--- src/rtl/gemm_pkg.sv ---
`default_nettype none
// ============================================================================
//  Module      : gemm_pkg
//  Description : Shared definitions for the GEMM datapath: default operand
//                width and array edge length, the feeder state encoding, the
//                16-bit count type and a saturating increment helper.
//  Revision    : 1.0 - initial release
// ============================================================================
package gemm_pkg;

    localparam int GEMM_DATA_WIDTH = 8;
    localparam int GEMM_N          = 4;

    typedef enum logic [1:0] {
        ST_IDLE   = 2'd0,
        ST_STREAM = 2'd1,
        ST_FLUSH  = 2'd2
    } feeder_state_e;

    typedef logic [15:0] count_t;

    localparam count_t COUNT_MAX = 16'hFFFF;

    function automatic count_t sat_inc(input count_t v);
        return (v == COUNT_MAX) ? v : v + 16'd1;
    endfunction

endpackage
`default_nettype wire

--- src/rtl/skew_delay_line.sv ---
`default_nettype none
// ============================================================================
//  Module      : skew_delay_line
//  Description : DEPTH-stage shift register used to skew one systolic lane.
//                Output is the input delayed by exactly DEPTH clocks.
//  Ports       : clk      - clock
//                reset_n  - asynchronous active-low clear of every stage
//                i_data   - lane value entering the line
//                o_data   - lane value leaving the line
//  Revision    : 1.0 - initial release
// ============================================================================
module skew_delay_line #(
    parameter int WIDTH = 8,
    parameter int DEPTH = 1
) (
    input  logic             clk,
    input  logic             reset_n,
    input  logic [WIDTH-1:0] i_data,
    output logic [WIDTH-1:0] o_data
);

    logic [WIDTH-1:0] r_stage [DEPTH];

    always_ff @(posedge clk or negedge reset_n) begin
        if (!reset_n) begin
            for (int i = 0; i < DEPTH; i++) begin
                r_stage[i] <= '0;
            end
        end else begin
            r_stage[0] <= i_data;
            for (int i = 1; i < DEPTH; i++) begin
                r_stage[i] <= r_stage[i-1];
            end
        end
    end

    assign o_data = r_stage[DEPTH-1];

endmodule
`default_nettype wire

--- src/rtl/systolic_feeder.sv ---
`default_nettype none
// ============================================================================
//  Module      : systolic_feeder
//  Description : Accepts a tile of k_len operand vectors and drives them into
//                a systolic array edge with a diagonal skew: lane i of a
//                vector accepted at cycle t appears on edge_out during cycle
//                t+1+i. Bubbles and idle slots carry zero. done pulses when
//                the last lane of the last vector is on edge_out.
//  Ports       : clk, reset_n (async, active-low)
//                start, k_len         - tile request (honoured only in IDLE)
//                in_valid/in_ready    - vector handshake, in_data packed lanes
//                edge_out             - skewed lanes, same packing as in_data
//                busy, done           - status
//                bubble_cnt           - optional, STREAM bubbles (saturating)
//  Config      : `define SYSTOLIC_FEEDER_BUBBLE_CNT_EN adds bubble_cnt.
//  Revision    : 1.0 - initial release
// ============================================================================
module systolic_feeder
    import gemm_pkg::*;
#(
    parameter int DATA_WIDTH = GEMM_DATA_WIDTH,
    parameter int N          = GEMM_N
) (
    input  logic                    clk,
    input  logic                    reset_n,
    input  logic                    start,
    input  logic [15:0]             k_len,
    input  logic                    in_valid,
    output logic                    in_ready,
    input  logic [N*DATA_WIDTH-1:0] in_data,
    output logic [N*DATA_WIDTH-1:0] edge_out,
    output logic                    busy,
    output logic                    done
`ifdef SYSTOLIC_FEEDER_BUBBLE_CNT_EN
    ,
    output logic [15:0]             bubble_cnt
`endif
);

    // Flush lasts N cycles; counter must hold 0..N-1.
    localparam int FLUSH_W = (N > 1) ? $clog2(N) : 1;

    feeder_state_e          r_state;
    count_t                 r_remaining;
    logic [FLUSH_W-1:0]     r_flush_cnt;
    logic                   r_zero_done;

    logic                    w_accept;
    logic                    w_flush_done;
    logic [N*DATA_WIDTH-1:0] w_inject;

    // Handshake and status are pure decodes of registered state.
    assign in_ready     = (r_state == ST_STREAM);
    assign busy         = (r_state != ST_IDLE);
    assign w_accept     = in_ready && in_valid;
    assign w_flush_done = (r_state == ST_FLUSH) &&
                          (r_flush_cnt == FLUSH_W'(N-1));
    assign done         = w_flush_done || r_zero_done;

    // Everything not accepted enters the skew pipeline as zero.
    assign w_inject = w_accept ? in_data : '0;

    always_ff @(posedge clk or negedge reset_n) begin
        if (!reset_n) begin
            r_state     <= ST_IDLE;
            r_remaining <= '0;
            r_flush_cnt <= '0;
            r_zero_done <= 1'b0;
        end else begin
            r_zero_done <= 1'b0;
            case (r_state)
                ST_IDLE: begin
                    if (start) begin
                        if (k_len == 16'd0) begin
                            r_zero_done <= 1'b1;
                        end else begin
                            r_state     <= ST_STREAM;
                            r_remaining <= k_len;
                        end
                    end
                end
                ST_STREAM: begin
                    if (w_accept) begin
                        r_remaining <= r_remaining - 16'd1;
                        if (r_remaining == 16'd1) begin
                            r_state     <= ST_FLUSH;
                            r_flush_cnt <= '0;
                        end
                    end
                end
                ST_FLUSH: begin
                    if (w_flush_done) begin
                        r_state <= ST_IDLE;
                    end else begin
                        r_flush_cnt <= r_flush_cnt + FLUSH_W'(1);
                    end
                end
                default: begin
                    r_state <= ST_IDLE;
                end
            endcase
        end
    end

    // Lane i is delayed i+1 cycles to form the diagonal wavefront.
    for (genvar i = 0; i < N; i++) begin : g_lane
        skew_delay_line #(
            .WIDTH (DATA_WIDTH),
            .DEPTH (i + 1)
        ) u_skew (
            .clk     (clk),
            .reset_n (reset_n),
            .i_data  (w_inject[i*DATA_WIDTH +: DATA_WIDTH]),
            .o_data  (edge_out[i*DATA_WIDTH +: DATA_WIDTH])
        );
    end : g_lane

`ifdef SYSTOLIC_FEEDER_BUBBLE_CNT_EN
    count_t r_bubble_cnt;

    always_ff @(posedge clk or negedge reset_n) begin
        if (!reset_n) begin
            r_bubble_cnt <= '0;
        end else if ((r_state == ST_IDLE) && start) begin
            r_bubble_cnt <= '0;
        end else if ((r_state == ST_STREAM) && !in_valid) begin
            r_bubble_cnt <= sat_inc(r_bubble_cnt);
        end
    end

    assign bubble_cnt = r_bubble_cnt;
`endif

endmodule
`default_nettype wire

--- config.mk ---
export PLATFORM = sky130hd
export DESIGN_NAME = systolic_feeder
export DESIGN_NICKNAME = d
export VERILOG_FILES = /design/src/rtl/gemm_pkg.sv /design/src/rtl/skew_delay_line.sv /design/src/rtl/systolic_feeder.sv
export SDC_FILE = /design/constraint.sdc
export NUM_CORES = 1
export LEC_CHECK = 0
export ABC_CLOCK_PERIOD_IN_PS = 2200
export CORE_MARGIN = 4
export CORE_UTILIZATION = 49
export DETAILED_ROUTE_END_ITERATION = 16
export GPL_TIMING_DRIVEN = 0
export PLACE_DENSITY_LB_ADDON = 0.12
export SLEW_MARGIN = 20
export SYNTH_ARGS = -nofsm -noshare
export SYNTH_HDL_FRONTEND = slang
export SYNTH_SLANG_ARGS = --single-unit
--- constraint.sdc ---
create_clock -name clk -period 2.2 [get_ports clk]
set_input_delay 0.66 -clock clk [delete_from_list [all_inputs] [get_ports clk]]
set_output_delay 0.66 -clock clk [all_outputs]
set_load 0.02 [all_outputs]
==> metrics.md, run 1 <==
| Metric | Value |
|---|---|
| First drt pass iteration count | `4` |
| Area contributors post-synth | `dfrtp_1 68%, and3_1 5.4%, buf_4 4.8%` |
| Placed Instances | `481` |
| Cells on worst reg2reg path | `5` |
| Worst r2r dst | `r_flush_cnt[0]` |
| Synth top area share | `67.8%` |
| Multiplexer share of the synthesized area | `0.570%` |
| Asr flop ratio synth | `100%` |
| Most common cell after layout, fill and taps aside | `dfrtp_1` |
| Final Max Tran Viols | `0` |
| Placer congestion estimate | `0.869` |
| Cell Area, Synth | `3730 um^2` |
| Fillers | `525` |
| Vias in the first global route | `2469` |
| First-pass GRT wire length | `12000 um` |
| Synth Area in Compound Gates | `9.30%` |
| Die X | `95.2 um` |
| Post-DP HPWL | `5310 um` |
| Flops & latches, synth | `101` |
| Worst skew pair latency | `360 ps` |
| Max Cap Viol | `0` |
| Post-Synth XOR/XNOR Area | `0%` |
| Final Non-Filler Cells | `496` |
| RSZ-0062 raised after global routing | `no` |
| CORE AREA | `7330 um^2` |
| CP Capture Type | `output port` |
| Global router's overall resource usage | `17.4%` |
| R2R Setup Slk | `140 ps` |
| Dpl ws | `-910 ps` |
| Post-Synth Adder-Cell Area | `1.01%` |
| Commonest non-fill, non-tap cells in the layout | `100 x dfrtp_1, 82 x clkdlybuf4s50_1, 32 x and3_1` |
| WHS | `122 ps` |
| Maximum clock path buffer count | `2` |
| Initial Utilization | `50.9%` |
| Initial antenna violation count | `0` |
| Worst Hold Class | `in -> async` |
| Final Hold Vio Count | `0` |
| Critical path launch point type | `flop` |
| Std-Cell Rows | `31` |
| Post-CTS Setup Inserts | `0` |
| Sinks on the clock net | `101` |
| Outcome | `finished, final reports clean` |
| IO buf count | `86` |
| Antenna cells | `0` |
| Main synth FF type | `dfrtp_1` |
| Fin worst setup slack | `82.8 ps` |
| Vias per cell | `5.19` |
| H-tree Lvls | `3` |
| Cells after synthesis | `295` |
| Launch point of the worst path | `r_state[1]` |
| Starting DRC count in detailed routing | `95` |
| Peak Freq | `0.472 GHz` |
| DRC viols | `0` |
| Synth-to-layout area growth | `33.8%` |
| Max-slew headroom | `65.4%` |
| Largest family of logic cells by synthesized area | `simple AND/OR/NAND/NOR gates` |
| Post-Syn Nets | `350` |
| Power Density | `816 nW/um^2` |
| Seq/Total Area, Yosys | `67.8%` |
| EDFF count, synth | `0` |
| CTS buffer count | `9` |
| Syn avg cell area | `12.6 um^2` |
| Setup-failing EPs final | `0` |
| Root Buffer | `clkbuf_8` |
| Unique masters post-synth | `43` |
| Critical path required time | `1540 ps` |
| Worst IR Drop VDD | `0.431 mV` |
| Crit share post-route | `96.2%` |
| Critical R2R Launch | `r_remaining[10]` |
| Congestion Overflow GR | `0` |
| Worst-Margin Slew | `519 ps` |
| Fraction of layout cells with a size suffix above 1 | `17.1%` |
| Clk pin slew, worst setup/hold paths | `100 ps` |
| Number of routed nets with antenna violations | `0` |
| Worst-path fanout max | `12` |
| Fin crit period | `2120 ps` |
| I/O pin cnt | `87` |
| CP Class | `reg -> out` |
| Synth area leader | `dfrtp_1` |
| Worst EP arrival | `1460 ps` |
| Full die area | `9070 um^2` |
| Clock skew | `13.1 ps` |
| Routed WL | `7400 um` |
| End of the critical path | `in_ready` |
| Via count | `2574` |
| CTS tree | `built` |
| Die H | `95.2 um` |
| Simple-Gate Fraction of Synth Area | `13.9%` |
| Pin count of the biggest net entering global routing | `86` |
| Synth Warn # | `0` |
| Leakage | `0.00232 uW` |
| DR WL/cell | `14.9 um` |
| NumNets Final | `447` |
through the flow:
stage / utilization (%) / cell area, um^2 / power, uW / TNS [ps]
final: 68.0 / 4990 / 4070 / 0
after CTS: 67.6 / 4960 / 4100 / 0
after global placement: 64.3 / 4710 / 2970 / -331670
after global routing: 68.0 / 4990 / 4310 / 0
after floorplan: - / 3730 / 2670 / 0
after detailed placement: 64.7 / 4740 / 3000 / -13430
layout make-up:
| cell class | instances | area, um^2 | share of cell area [%] |
|---|---|---|---|
| Timing Repair Buffer | 87 | 891 | 17.9 |
| Multi-Input combinational cell | 147 | 967 | 19.4 |
| Clock inverter | 7 | 68.8 | 1.38 |
| Tap cell | 99 | 124 | 2.48 |
| Buffer | 38 | 253 | 5.07 |
| Sequential cell | 101 | 2530 | 50.7 |
| Clock buffer | 9 | 124 | 2.48 |
| Inverter | 8 | 32.5 | 0.652 |
cells in the mapped netlist (2+ instances only):
| library cell | count |
|---|---|
| and3_1 | 32 |
| nor2_1 | 22 |
| o21ai_0 | 15 |
| buf_4 | 24 |
| or3_1 | 3 |
| inv_1 | 8 |
| nand2_1 | 4 |
| nor3_2 | 2 |
| nand3_1 | 2 |
| o21a_1 | 4 |
| dfrtp_1 | 101 |
| a31oi_1 | 3 |
| clkbuf_1 | 13 |
| nor4_1 | 6 |
| nor3_1 | 4 |
| o21bai_1 | 4 |
| nor3b_1 | 2 |
| ha_1 | 3 |
| a21oi_1 | 12 |
| nand4_1 | 2 |
| o22ai_1 | 2 |
| a22oi_1 | 4 |
| o2bb2ai_1 | 3 |
power by group:
group / leakage [uW] / total, uW / internal (uW) / switching (uW)
Clock: 0.0000964 / 1090 / 440 / 649
Combinational: 0.000929 / 732 / 379 / 352
Sequential: 0.00129 / 2250 / 2070 / 183
layer usage:
metal / vias up / GRT usage (%) / wire, um
li1: 1198 / - / -
met1: 1286 / 22.8 / 3100
met2: 81 / 28.7 / 3730
met3: 9 / 4.34 / 477
met4: 0 / 5.53 / 86
met5: - / 0 / 0
flip-flops by register name, summed over array words and instances, names as in the netlist:
name	count
r_remaining	16
r_zero_done	1
r_state	2
g_lane.u_skew.r_stage	48
r_flush_cnt	2
g_lane.u_skew.o_data	32
kinds of logic after synthesis:
logic type               count (synthesis)
flip-flops                             101
AND/OR/NAND/NOR                         88
AO/OA/AOI/OAI                           54
buffers and inverters                   47
adder cells (fa/ha/maj)                  3
multiplexers                             2
how the worst min path moves through the flow:
stage                                 start  cells after the start  slack (ps)                    endpoint
3_5_place_dp   g_lane[2].u_skew.r_stage[14]                      0         330  g_lane[2].u_skew.o_data[6]
4_1_cts                             reset_n                      1         110              r_remaining[4]
2_1_floorplan   g_lane[1].u_skew.r_stage[8]                      0         330  g_lane[1].u_skew.o_data[0]
3_3_place_gp   g_lane[3].u_skew.r_stage[11]                      0         330  g_lane[3].u_skew.o_data[3]
6_report                            reset_n                      1         120              r_remaining[4]
5_1_grt                             reset_n                      1         110  g_lane[1].u_skew.o_data[2]
critical path, cell delays in order (launching register included):
cell	delay (ps)
dfrtp_1	460
nand2b_1	240
inv_4	130
clkdlybuf4s15_2	270
what timing repair did:
item	4_1_cts	5_1_grt
pin swaps	0	1
endpoints found under the setup margin	19	15
hold endpoints to repair	0	0
hold buffers	0	0
gates cloned	0	0
gates resized for setup	17	10
No activity file was read; power rests on OpenSTA's default activity.
==> run 2: changes to the inputs <==
- SLEW_MARGIN: 20 -> unset
==> metrics.md, run 2 (same netlist as run 1, synthesis figures left out) <==
| Metric | Value |
|---|---|
| Outcome | `finished, final reports clean (unchanged)` |
| WHS | `220 ps (was 122 ps)` |
| Routed WL | `7380 um (was 7400 um)` |
| Worst EP arrival | `2380 ps (was 1460 ps)` |
| Post-DP HPWL | `5250 um (was 5310 um)` |
| Pin count of the biggest net entering global routing | `73 (was 86)` |
| Final Power | `4150 uW (was 4070 uW)` |
| Die X | `95.2 um (unchanged)` |
| Number of routed nets with antenna violations | `0 (unchanged)` |
| Full die area | `9070 um^2 (unchanged)` |
| Root Buffer | `clkbuf_8 (unchanged)` |
| Starting DRC count in detailed routing | `118 (was 95)` |
| Die H | `95.2 um (unchanged)` |
| Fin crit period | `2130 ps (was 2120 ps)` |
| First-pass GRT wire length | `12000 um (about the same)` |
| Initial Utilization | `50.9% (unchanged)` |
| R2R Setup Slk | `150 ps (was 140 ps)` |
| Sinks on the clock net | `101 (unchanged)` |
| Global router's overall resource usage | `17.5% (was 17.4%)` |
| Worst IR Drop VDD | `0.491 mV (was 0.431 mV)` |
| Clock skew | `14.4 ps (was 13.1 ps)` |
| Leakage | `0.00233 uW (was 0.00232 uW)` |
| CP Class | `in -> reg (was reg -> out)` |
| Vias per cell | `5.18 (was 5.19)` |
| Most flops, register | `g_lane.u_skew.r_stage (unchanged)` |
| NumNets Final | `447 (unchanged)` |
| Synth-to-layout area growth | `33.6% (was 33.8%)` |
| Worst skew pair latency | `370 ps (was 360 ps)` |
| Clk pin slew, worst setup/hold paths | `100 ps (about the same)` |
| Max Cap Viol | `0 (unchanged)` |
| Crit share post-route | `96.7% (was 96.2%)` |
| Post-CTS Hold Buffers | `0 (unchanged)` |
| DRC viols | `0 (unchanged)` |
| Design area | `4980 um^2 (was 4990 um^2)` |
| Std-Cell Rows | `31 (unchanged)` |
| Critical path launch point type | `input pin (was flop)` |
| Maximum clock path buffer count | `2 (unchanged)` |
| Placed cell area | `4740 um^2 (about the same)` |
| Initial antenna violation count | `0 (unchanged)` |
| CTS tree | `built (unchanged)` |
| Max FFs per register | `48 (unchanged)` |
| Congestion Overflow GR | `0 (unchanged)` |
| Final setup TNS | `0 ps (unchanged)` |
| Most common cell after layout, fill and taps aside | `dfrtp_1 (unchanged)` |
| Power Density | `833 nW/um^2 (was 816 nW/um^2)` |
| Post-CTS Setup Inserts | `0 (unchanged)` |
| First drt pass iteration count | `4 (unchanged)` |
| Max-slew headroom | `65.6% (was 65.4%)` |
| DR WL/cell | `14.9 um (about the same)` |
| CP Capture Type | `flop (was output port)` |
| Placer congestion estimate | `0.869 (unchanged)` |
| H-tree Lvls | `3 (unchanged)` |
| Peak Freq | `0.470 GHz (was 0.472 GHz)` |
| Fraction of layout cells with a size suffix above 1 | `16.6% (was 17.1%)` |
| CORE AREA | `7330 um^2 (unchanged)` |
| Worst Hold Class | `in -> async (unchanged)` |
| Vias in the first global route | `2513 (was 2469)` |
| Placed Instances | `481 (unchanged)` |
| Final Hold Vio Count | `0 (unchanged)` |
| Critical path required time | `2450 ps (was 1540 ps)` |
| Setup-failing EPs final | `0 (unchanged)` |
| IO buf count | `86 (unchanged)` |
| Commonest non-fill, non-tap cells in the layout | `100 x dfrtp_1, 82 x clkdlybuf4s50_1, 32 x and3_1 (unchanged)` |
| Final Max Tran Viols | `0 (unchanged)` |
| Worst-Margin Slew | `516 ps (was 519 ps)` |
| Worst-path fanout max | `10 (was 12)` |
| I/O pin cnt | `87 (unchanged)` |
| CTS buffer count | `9 (unchanged)` |
| Final Non-Filler Cells | `496 (unchanged)` |
| Via count | `2569 (was 2574)` |
| Antenna cells | `0 (unchanged)` |
-- run 2: cell count changes in the layout (fill, tap and decap cells not counted) --
| cell | change |
|---|---|
| ha_2 | -1 |
| buf_2 | -1 |
| nand3_2 | -1 |
| nor4_2 | +1 |
| clkinvlp_4 | -1 |
| buf_6 | -1 |
| ha_1 | +1 |
| nand3_1 | +1 |
| nor4_4 | -1 |
| clkdlybuf4s15_2 | -1 |
| clkinv_8 | +2 |
| clkinv_2 | -1 |
| clkbuf_4 | +1 |
| clkbuf_2 | +2 |
-- run 2: report_power, final --
group,total [uW],internal [uW],switching [uW]
Sequential,2250,2070,182
Clock,1170,461,706
Combinational,731,379,353
-- run 2: cell type report --
cell class | instances | area, um^2
plain buffers | 38 | 253
clock buffers | 9 | 124
clock inverters | 7 | 88.8
fillers | 527 | 2350
inverters | 8 | 32.5
multi-input cells | 147 | 951
flip-flops and latches | 101 | 2530
well taps | 99 | 124
repair buffers | 87 | 881
-- run 2: through the flow --
step	setup slack (ps)	utilization, %
3_3_place_gp	-3160	64.3
4_1_cts	5.95	67.7
3_5_place_dp	-884	64.6
6_report	73.1	68.0
2_1_floorplan	211	-
5_1_grt	-10.0	68.0
-- run 2: worst max-delay path, cell delays in order --
cell	delay [ps]
clkdlybuf4s50_1	460
nor4_2	360
nand3_1	190
o21ai_4	230
buf_4	210
a21oi_1	60
o22a_1	210
-- run 2: worst paths after layout --
kind	startpoint	endpoint	depth (start not counted)
setup reg to reg	r_remaining[10]	r_flush_cnt[0]	5
max in group asynchronous	reset_n	g_lane[2].u_skew.r_stage[8]	2
min in group clk	g_lane[1].u_skew.r_stage[12]	g_lane[1].u_skew.o_data[4]	0
setup / recovery	k_len[6]	r_remaining[8]	7
hold / removal	reset_n	g_lane[1].u_skew.o_data[0]	1
hold reg to reg	g_lane[1].u_skew.r_stage[12]	g_lane[1].u_skew.o_data[4]	0
-- run 2: repair_timing --
item,CTS,global route
resized for setup,14,8
setup endpoints to repair,19,14
pin swaps,1,2
gates cloned,0,0
-- run 2: routing by layer --
metal	wire length, um	part of all wire [%]	vias up	track usage, %
li1	-	-	1194	-
met1	3140	42	1281	23.1
met2	3720	50	81	28.4
met3	416	5.6	13	3.71
met4	115	1.6	0	6.73
met5	0	0	-	0
